<file path="src/rtl/rotate_pkg.sv">
// Shared types and rotate helpers for left_rotate_engine.
// Optional right-rotate support is enabled by defining ROTATE_BIDIR_EN.
package rotate_pkg;

    localparam int DEFAULT_WIDTH = 32;
    localparam int DEFAULT_AMT_W = $clog2(DEFAULT_WIDTH);

    typedef enum logic [1:0] {
        IDLE = 2'd0,
        ROT  = 2'd1,
        DONE = 2'd2
    } rot_state_t;

    // The word is doubled, shifted, and then one WIDTH-bit window is taken, so that no barrel mux is spelled out.
    function automatic logic [DEFAULT_WIDTH-1:0] rotl(
        input logic [DEFAULT_WIDTH-1:0] word,
        input logic [DEFAULT_AMT_W-1:0] s
    );
        logic [2*DEFAULT_WIDTH-1:0] dbl;
        dbl = {word, word} << s;
        return dbl[2*DEFAULT_WIDTH-1 -: DEFAULT_WIDTH];
    endfunction

    function automatic logic [DEFAULT_WIDTH-1:0] rotr(
        input logic [DEFAULT_WIDTH-1:0] word,
        input logic [DEFAULT_AMT_W-1:0] s
    );
        logic [2*DEFAULT_WIDTH-1:0] dbl;
        dbl = {word, word} >> s;
        return dbl[DEFAULT_WIDTH-1:0];
    endfunction

endpackage

</file>
<file path="src/rtl/left_rotate_engine_if.sv">
// Handshake bundle between the rotate engine (slave) and its user (master).
// The in_dir signal exists only when ROTATE_BIDIR_EN is defined.
interface left_rotate_engine_if
    import rotate_pkg::*;
#(
    parameter int WIDTH = DEFAULT_WIDTH
);
    localparam int AMT_W = $clog2(WIDTH);

    logic             in_valid;
    logic             in_ready;
    logic [WIDTH-1:0] in_data;
    logic [AMT_W-1:0] in_amt;
`ifdef ROTATE_BIDIR_EN
    logic             in_dir;
`endif
    logic             out_valid;
    logic             out_ready;
    logic [WIDTH-1:0] out_data;
    logic             busy;

    modport master (
        output in_valid, in_data, in_amt, out_ready,
`ifdef ROTATE_BIDIR_EN
        output in_dir,
`endif
        input  in_ready, out_valid, out_data, busy
    );

    modport slave (
        input  in_valid, in_data, in_amt, out_ready,
`ifdef ROTATE_BIDIR_EN
        input  in_dir,
`endif
        output in_ready, out_valid, out_data, busy
    );

endinterface

</file>
<file path="src/rtl/left_rotate_engine_rot_step.sv">
// Combinational rotate by 0..STEP positions. This is the only shifter the iterative engine needs.
// When ROTATE_BIDIR_EN is defined, dir=1 selects a right rotate.
module rot_step
    import rotate_pkg::*;
#(
    parameter int WIDTH = DEFAULT_WIDTH,
    parameter int STEP  = 1,
    localparam int SW   = $clog2(STEP + 1)
) (
    input  logic [WIDTH-1:0] word,
    input  logic [SW-1:0]    amt,
`ifdef ROTATE_BIDIR_EN
    input  logic             dir,
`endif
    output logic [WIDTH-1:0] result
);

    logic [WIDTH-1:0] left_cand [STEP+1];
`ifdef ROTATE_BIDIR_EN
    logic [WIDTH-1:0] right_cand [STEP+1];
`endif

    for (genvar gi = 0; gi <= STEP; gi++) begin : g_cand
        if (WIDTH == DEFAULT_WIDTH) begin : g_pkg
            assign left_cand[gi]  = rotl(word, DEFAULT_AMT_W'(gi));
`ifdef ROTATE_BIDIR_EN
            assign right_cand[gi] = rotr(word, DEFAULT_AMT_W'(gi));
`endif
        end else begin : g_generic
            logic [2*WIDTH-1:0] dbl_l;
            assign dbl_l         = {word, word} << gi;
            assign left_cand[gi] = dbl_l[2*WIDTH-1 -: WIDTH];
`ifdef ROTATE_BIDIR_EN
            logic [2*WIDTH-1:0] dbl_r;
            assign dbl_r          = {word, word} >> gi;
            assign right_cand[gi] = dbl_r[WIDTH-1:0];
`endif
        end
    end

    always_comb begin
        result = word;
        for (int i = 0; i <= STEP; i++) begin
            if (int'(amt) == i) begin
`ifdef ROTATE_BIDIR_EN
                result = dir ? right_cand[i] : left_cand[i];
`else
                result = left_cand[i];
`endif
            end
        end
    end

endmodule

</file>
<file path="src/rtl/left_rotate_engine.sv">
// Iterative rotate engine: it accepts a word and an amount, rotates by up to STEP bits per clock, and holds the result.
// When ROTATE_BIDIR_EN is defined, the engine also rotates right, using the latched in_dir.
module left_rotate_engine
    import rotate_pkg::*;
#(
    parameter int WIDTH = DEFAULT_WIDTH,
    parameter int STEP  = 1
) (
    input logic                 clk,
    input logic                 rst_n,
    left_rotate_engine_if.slave bus
);

    localparam int AMT_W = $clog2(WIDTH);
    localparam int SW    = $clog2(STEP + 1);

    rot_state_t       state_reg, state_next;
    logic [WIDTH-1:0] work_reg, work_next;
    logic [AMT_W-1:0] remaining_reg, remaining_next;
    logic [SW-1:0]    step_amt;
    logic [WIDTH-1:0] step_result;
`ifdef ROTATE_BIDIR_EN
    logic             dir_reg, dir_next;
`endif

    // The final partial step is clipped so that remaining lands exactly on zero.
    always_comb begin
        if (int'(remaining_reg) >= STEP) step_amt = SW'(STEP);
        else                             step_amt = SW'(remaining_reg);
    end

    rot_step #(
        .WIDTH (WIDTH),
        .STEP  (STEP)
    ) u_rot_step (
        .word   (work_reg),
        .amt    (step_amt),
`ifdef ROTATE_BIDIR_EN
        .dir    (dir_reg),
`endif
        .result (step_result)
    );

    always_comb begin
        state_next     = state_reg;
        work_next      = work_reg;
        remaining_next = remaining_reg;
`ifdef ROTATE_BIDIR_EN
        dir_next       = dir_reg;
`endif
        case (state_reg)
            IDLE: begin
                if (bus.in_valid) begin
                    work_next      = bus.in_data;
                    remaining_next = bus.in_amt;
`ifdef ROTATE_BIDIR_EN
                    dir_next       = bus.in_dir;
`endif
                    state_next     = (bus.in_amt == '0) ? DONE : ROT;
                end
            end
            ROT: begin
                work_next      = step_result;
                remaining_next = remaining_reg - AMT_W'(step_amt);
                if (remaining_reg == AMT_W'(step_amt)) state_next = DONE;
            end
            DONE: begin
                if (bus.out_ready) state_next = IDLE;
            end
            default: state_next = IDLE;
        endcase
    end

    always_ff @(posedge clk or negedge rst_n) begin
        if (!rst_n) state_reg <= IDLE;
        else        state_reg <= state_next;
    end

    always_ff @(posedge clk or negedge rst_n) begin
        if (!rst_n) begin
            work_reg      <= '0;
            remaining_reg <= '0;
`ifdef ROTATE_BIDIR_EN
            dir_reg       <= 1'b0;
`endif
        end else begin
            work_reg      <= work_next;
            remaining_reg <= remaining_next;
`ifdef ROTATE_BIDIR_EN
            dir_reg       <= dir_next;
`endif
        end
    end

    // Every output is taken directly from a register, so no input reaches an output combinationally.
    assign bus.in_ready  = (state_reg == IDLE);
    assign bus.out_valid = (state_reg == DONE);
    assign bus.busy      = (state_reg == ROT) || (state_reg == DONE);
    assign bus.out_data  = work_reg;

endmodule

</file>
<file path="src/flat_wrapper.sv">
// flat-port wrapper written by rule: the top's interface ports become plain ports
module left_rotate_engine_flat import rotate_pkg::*;
#(
    parameter int WIDTH = DEFAULT_WIDTH,
    parameter int STEP  = 1
)
  (clk, rst_n, bus_in_valid, bus_in_data, bus_in_amt, bus_out_ready, bus_in_ready, bus_out_valid, bus_out_data, bus_busy);
  left_rotate_engine_if #(.WIDTH(WIDTH)) bus_i ();
  input logic clk;
  input logic rst_n;
  input wire logic [$bits(bus_i.in_valid)-1:0] bus_in_valid;
  input wire logic [$bits(bus_i.in_data)-1:0] bus_in_data;
  input wire logic [$bits(bus_i.in_amt)-1:0] bus_in_amt;
  input wire logic [$bits(bus_i.out_ready)-1:0] bus_out_ready;
  output wire logic [$bits(bus_i.in_ready)-1:0] bus_in_ready;
  output wire logic [$bits(bus_i.out_valid)-1:0] bus_out_valid;
  output wire logic [$bits(bus_i.out_data)-1:0] bus_out_data;
  output wire logic [$bits(bus_i.busy)-1:0] bus_busy;
  assign bus_i.in_valid = bus_in_valid;
  assign bus_i.in_data = bus_in_data;
  assign bus_i.in_amt = bus_in_amt;
  assign bus_i.out_ready = bus_out_ready;
  assign bus_in_ready = bus_i.in_ready;
  assign bus_out_valid = bus_i.out_valid;
  assign bus_out_data = bus_i.out_data;
  assign bus_busy = bus_i.busy;
  left_rotate_engine #(.WIDTH(WIDTH), .STEP(STEP)) u_core (.clk(clk), .rst_n(rst_n), .bus(bus_i));
endmodule
</file>
<file path="config.mk">
export PLATFORM = sky130hd
export DESIGN_NAME = left_rotate_engine_flat
export DESIGN_NICKNAME = d
export VERILOG_FILES = /design/src/rtl/rotate_pkg.sv /design/src/rtl/left_rotate_engine_if.sv /design/src/rtl/left_rotate_engine_rot_step.sv /design/src/rtl/left_rotate_engine.sv /design/src/flat_wrapper.sv
export SDC_FILE = /design/constraint.sdc
export NUM_CORES = 1
export LEC_CHECK = 0
export ABC_AREA = 1
export ABC_CLOCK_PERIOD_IN_PS = 1300
export BUFFER_PORTS_ARGS = -buffer_cell sky130_fd_sc_hd__buf_2
export CORE_MARGIN = 4
export CORE_UTILIZATION = 40
export CTS_CLUSTER_SIZE = 14
export DETAILED_ROUTE_END_ITERATION = 8
export HOLD_SLACK_MARGIN = 0.1
export PLACE_DENSITY = 0.8
export SLEW_MARGIN = 30
export SYNTH_ARGS = -nofsm -noshare
export SYNTH_HDL_FRONTEND = slang
export SYNTH_SLANG_ARGS = --single-unit
</file>
<file path="constraint.sdc">
create_clock -name clk -period 1.3 [get_ports clk]
set_input_delay 0.26 -clock clk [delete_from_list [all_inputs] [get_ports clk]]
set_output_delay 0.26 -clock clk [all_outputs]
set_load 0.05 [all_outputs]
</file>
==> flow_summary.ini, run 1 <==
[clock_network]
cts_buffers = 5
cts_root_buffer = clkbuf_8
cts.clk_slew.worst_paths_ns = 0.09
h-tree-depth = 2
cts_sinks = 39
cts_tree = done
clock_latency_ns = 0.30
clockBufferDepth = 2

[route]
drc_errors = 0
post_drt_via_cell_ratio = 4.75
drtIter0Drc = 126
ant_nets = 0
wl_um = 6360
dr.pass1.iters = 4
vias = 2402
wl_per_cell_um = 12.6

[sta]
fmax_mhz = 671
setup_ws_ns = -0.190
clock_skew_ns = 0.0104
fin_crit_sh_pct = 115
tns_ns = -6.53
relSlewSlack_pct = 75.2
hold_violations = 0
setup_viol = 42
tightest_slew_ns = 0.372
rsz0062_at_grt = true
finalCriticalPeriod_ns = 1.49
drv_slew = 0

[worst_setup_path]
cp_max_fo = 2
cp-end-kind = output port
worstSetupStartpointType = register
arrival_ns = 1.23
worstPathRequired_ns = 1.04
path_class = reg2out

[synthesis]
syn-num-nets = 374
ys_warn_count = 0
ys_ff_latch = 39
synth.distinct_cells = 22
synth_area_mm2 = 0.00226
synth_top_area_share_pct = 43.1
synth_area_leaders = dfrtp_1, nand2_1, nand3_1, ha_1, inv_1
synth.avg_cell_area_um2 = 6.90
syn_inst = 328
ys_seq_area_share_pct = 43.1
synth_top_area_cell = dfrtp_1

[floorplan]
die_y_um = 83.2
start_util_pct = 41.1
fp.dieW_um = 83.2
row_count = 27
core_mm2 = 0.00551
ios = 76
die-area_mm2 = 0.00692

[grt]
antenna_found_initial = 0
grt.overflow.total = 0
grt_max_degree = 26
grt_pass1_wl_um = 10900
grt_pass1_vias = 2379
track_usage_pct = 18.8

[final_layout]
nets = 479
area_delta_synth_final_pct = 51.9
fin_util_pct = 62.4
multiInputGateArea_mm2 = 0.00127
final_cells = 506
num_antenna_cells = 0
seqCellArea_um2 = 976
layout-drive-gt1-share_pct = 36.2
num-fill-cells = 484
largest_reg_flops = 32
design_area_mm2 = 0.00344

[outcome]
status = finished with violations
violations = setup timing

[place]
placed_area_mm2 = 0.00296
dp.final_hpwl_um = 4420
port-buffer-count = 75
gp_congestion = 0.887
placed_cells = 488

[flow_run]
drv_cap = 0

[min_path]
holdCritPathClass = in2reg
[through the flow]
step	setup slack, ns	hold WS (ns)
6_report	-0.190	0.283
5_1_grt	-0.265	0.291
4_1_cts	-0.200	0.278
3_5_place_dp	-0.133	0.198
3_3_place_gp	-0.102	0.198
2_1_floorplan	-0.119	-0.0356
[layout make-up]
type / count / area share [%]
clock buffers: 5 / 2.00
flip-flops and latches: 39 / 28.4
multi-input cells: 254 / 37.1
repair buffers: 116 / 25.8
clock inverters: 3 / 1.97
well taps: 72 / 2.62
inverters: 17 / 2.15
[synth_stat cells (all sizes together)]
| master | number |
|---|---|
| clkbuf | 1 |
| o21ai | 4 |
| ha | 5 |
| nor2 | 14 |
| nor3 | 1 |
| buf | 17 |
| nand4 | 3 |
| inv | 17 |
| nand2 | 183 |
| o31ai | 1 |
| a21oi | 3 |
| nand3b | 1 |
| nand3 | 39 |
| dfrtp | 39 |
[layer usage]
metal	share of wire, %	track usage [%]	vias up
met5	0	0	-
met4	1.0	4.31	0
met3	5.4	4.17	7
met2	51	33.5	63
met1	42	23.1	1106
li1	-	-	1226
[critical path: stages, from the launching register on]
cell	delay [ns]
dfrtp_1	0.38
inv_2	0.05
buf_6	0.11
ha_4	0.26
buf_8	0.14
[cell usage in the layout, fill, tap and decap left out, types with 6 or more instances in the layout]
cell type,instances
nor2_2,6
dfrtp_1,39
nor2_1,7
nand3_1,34
nand2_1,179
buf_6,12
buf_2,72
buf_4,19
inv_1,10
buf_12,7
[cells by family after synthesis]
group,count (synthesis),synth area share [%]
buffers and inverters,35,8.19
adder cells (fa/ha/maj),5,2.77
AND/OR/NAND/NOR,241,43.5
AO/OA/AOI/OAI,8,2.38
flip-flops,39,43.1
[path summary, 6_finish.rpt]
kind                                                startpoint                                  end  slack [ns]  depth (start not counted)
setup reg to reg               u_core.state_reg[0]$_DFFE_PN0P_   u_core.bus.out_data[9]$_DFFE_PN0P_       -0.18                          8
hold / removal                                 bus_in_data[18]  u_core.bus.out_data[18]$_DFFE_PN0P_        0.28                          5
max in group asynchronous                                rst_n   u_core.bus.out_data[7]$_DFFE_PN0P_        0.44                          3
min in group asynchronous                                rst_n  u_core.bus.out_data[18]$_DFFE_PN0P_        0.40                          2
hold reg to reg            u_core.remaining_reg[0]$_DFFE_PN0P_  u_core.remaining_reg[0]$_DFFE_PN0P_        0.48                          2
setup / recovery               u_core.state_reg[1]$_DFFE_PN0P_                             bus_busy       -0.19                          4
[timing repair]
item,4_1_cts,5_1_grt
endpoints found under the hold margin,14,0
gates cloned,1,1
buffers inserted,6,1
gates resized for setup,38,18
pin swaps,6,8
hold buffers,1,0
endpoints found under the setup margin,42,42
Power of run 1 is left out: the tool's default activity adds up to more than one toggle a clock period on the data nets, which glitch-free logic cannot reach.
==> inputs of run 2 (changes only) <==
--- a/config.mk
+++ b/config.mk
@@ -8,9 +8,8 @@
 export ABC_AREA = 1
 export ABC_CLOCK_PERIOD_IN_PS = 1300
 export BUFFER_PORTS_ARGS = -buffer_cell sky130_fd_sc_hd__buf_2
-export CORE_MARGIN = 4
 export CORE_UTILIZATION = 40
-export CTS_CLUSTER_SIZE = 14
+export CTS_CLUSTER_SIZE = 25
 export DETAILED_ROUTE_END_ITERATION = 8
 export HOLD_SLACK_MARGIN = 0.1
 export PLACE_DENSITY = 0.8
==> flow_summary.ini, run 2 (synthesis gave the netlist of run 1 again) <==
[floorplan]
row_count = 27
fp.dieW_um = 77.2
ios = 76
die-area_mm2 = 0.00596
core_mm2 = 0.00547
start_util_pct = 41.3
die_y_um = 77.2

[grt]
grt_max_degree = 40
grt_pass1_wl_um = 9870
grt.overflow.total = 0
antenna_found_initial = 0
track_usage_pct = 20.6
grt_pass1_vias = 2252

[place]
port-buffer-count = 75
dp.final_hpwl_um = 4040
placed_cells = 484
gp_congestion = 0.867

[sta]
fin_crit_sh_pct = 113
finalCriticalPeriod_ns = 1.47
drv_slew = 0
tightest_slew_ns = 0.255
tns_ns = -5.58
fmax_mhz = 681
clock_skew_ns = 0.00590
rsz0062_at_grt = true
setup_ws_ns = -0.169
setup_viol = 42
relSlewSlack_pct = 83.1
hold_violations = 0

[worst_setup_path]
max_stage_delay_ns = 0.42
cp_slowest_cell = dfrtp_1
worstSetupStartpointType = register
arrival_ns = 1.70
regToRegSetupSlack_ns = -0.17
path_class = reg2reg
worstPathRequired_ns = 1.53
cp-end-kind = register
cp_max_fo = 10
path_cells = buf_6 -> ha_4 -> o21ai_4 -> inv_4 -> nand2_4 -> clkbuf_16 -> nand2_1 -> nand2_1
cp_common_cell = nand2_1

[final_layout]
num_antenna_cells = 0
layout-drive-gt1-share_pct = 33.1
area_delta_synth_final_pct = 46.1
largest_reg_flops = 32
layout_common_cells = nand2_1, buf_2, nand3_1, dfrtp_1, buf_4
nets = 477
final_common_cell = nand2_1
final_cells = 504

[route]
dr.pass1.iters = 4
ant_nets = 0
drtIter0Drc = 92
vias = 2465
drc_errors = 0
wl_um = 6300
post_drt_via_cell_ratio = 4.89
wl_per_cell_um = 12.5

[clock_network]
clock_latency_ns = 0.29
cts_tree = done
cts_buffers = 5
cts_root_buffer = clkbuf_8
cts_sinks = 39
cts.clk_slew.worst_paths_ns = 0.08
clockBufferDepth = 2
h-tree-depth = 2

[outcome]
status = finished with violations
violations = setup timing

[min_path]
holdCritPathClass = in2reg

[flow_run]
drv_cap = 0
==> run 2: cell count changes in the layout (fill, tap and decap cells not counted), sizes merged <==
cell / previous run / this run
clkinv: 0 / 1
clkbuf: 6 / 10
bufinv: 2 / 1
buf: 114 / 109
clkinvlp: 1 / 0
==> run 2: worst paths after layout <==
kind                                                      from                                   to  cells after the start
min in group asynchronous                                rst_n      u_core.state_reg[0]$_DFFE_PN0P_                      3
max reg2reg                    u_core.state_reg[0]$_DFFE_PN0P_   u_core.bus.out_data[3]$_DFFE_PN0P_                      8
max                            u_core.state_reg[0]$_DFFE_PN0P_   u_core.bus.out_data[3]$_DFFE_PN0P_                      8
min                                            bus_in_data[10]  u_core.bus.out_data[10]$_DFFE_PN0P_                      5
min reg2reg                u_core.bus.out_data[21]$_DFFE_PN0P_  u_core.bus.out_data[21]$_DFFE_PN0P_                      2
max in group asynchronous                                rst_n   u_core.bus.out_data[8]$_DFFE_PN0P_                      3
==> run 2: through the flow <==
| step | hold WS (ns) | cell area, um2 | util [%] | setup WS, ns |
|---|---|---|---|---|
| finish | 0.291 | 3310 | 60.4 | -0.169 |
| global route | 0.306 | 3310 | 60.4 | -0.253 |
| CTS | 0.281 | 3120 | 57.0 | -0.132 |
| detailed placement | 0.249 | 2890 | 52.8 | -0.173 |
| global placement | 0.250 | 2890 | 52.8 | -0.0994 |
| floorplan | -0.0356 | 2320 | - | -0.119 |
==> run 2: critical path: cells and delay by family, from the launching register on <==
kind,cells,cell delay [ns]
AOI/OAI and AO/OA,1,0.17
buffers and inverters,3,0.40
adders and majority gates,1,0.20
DFF,1,0.42
and+or+nand+nor,3,0.22
==> run 2: metal layers <==
metal	vias up	wire, um	track usage, %
met5	-	0	0
met4	0	80	7.17
met3	9	401	3.93
met2	87	3120	35.1
met1	1147	2700	25.7
li1	1222	-	-
==> run 2: layout make-up <==
cell class	instances	area [um2]
clock buffer	6	82.6
sequential	39	976
timing repair buffer	114	856
fill	510	2170
inverter	17	71.3
multi-input combinational	254	1190
tap	72	90.1
clock inverter	2	35.0
==> run 2: timing repair <==
action / CTS / global route
buffers inserted: 4 / 3
endpoints found under the setup margin: 42 / 42
hold buffers: 1 / 0
resized for setup: 16 / 19
hold endpoints to repair: 39 / 0
pin swaps: 3 / 10
gates cloned: 0 / 4
Power of run 2 is left out for the same reason.
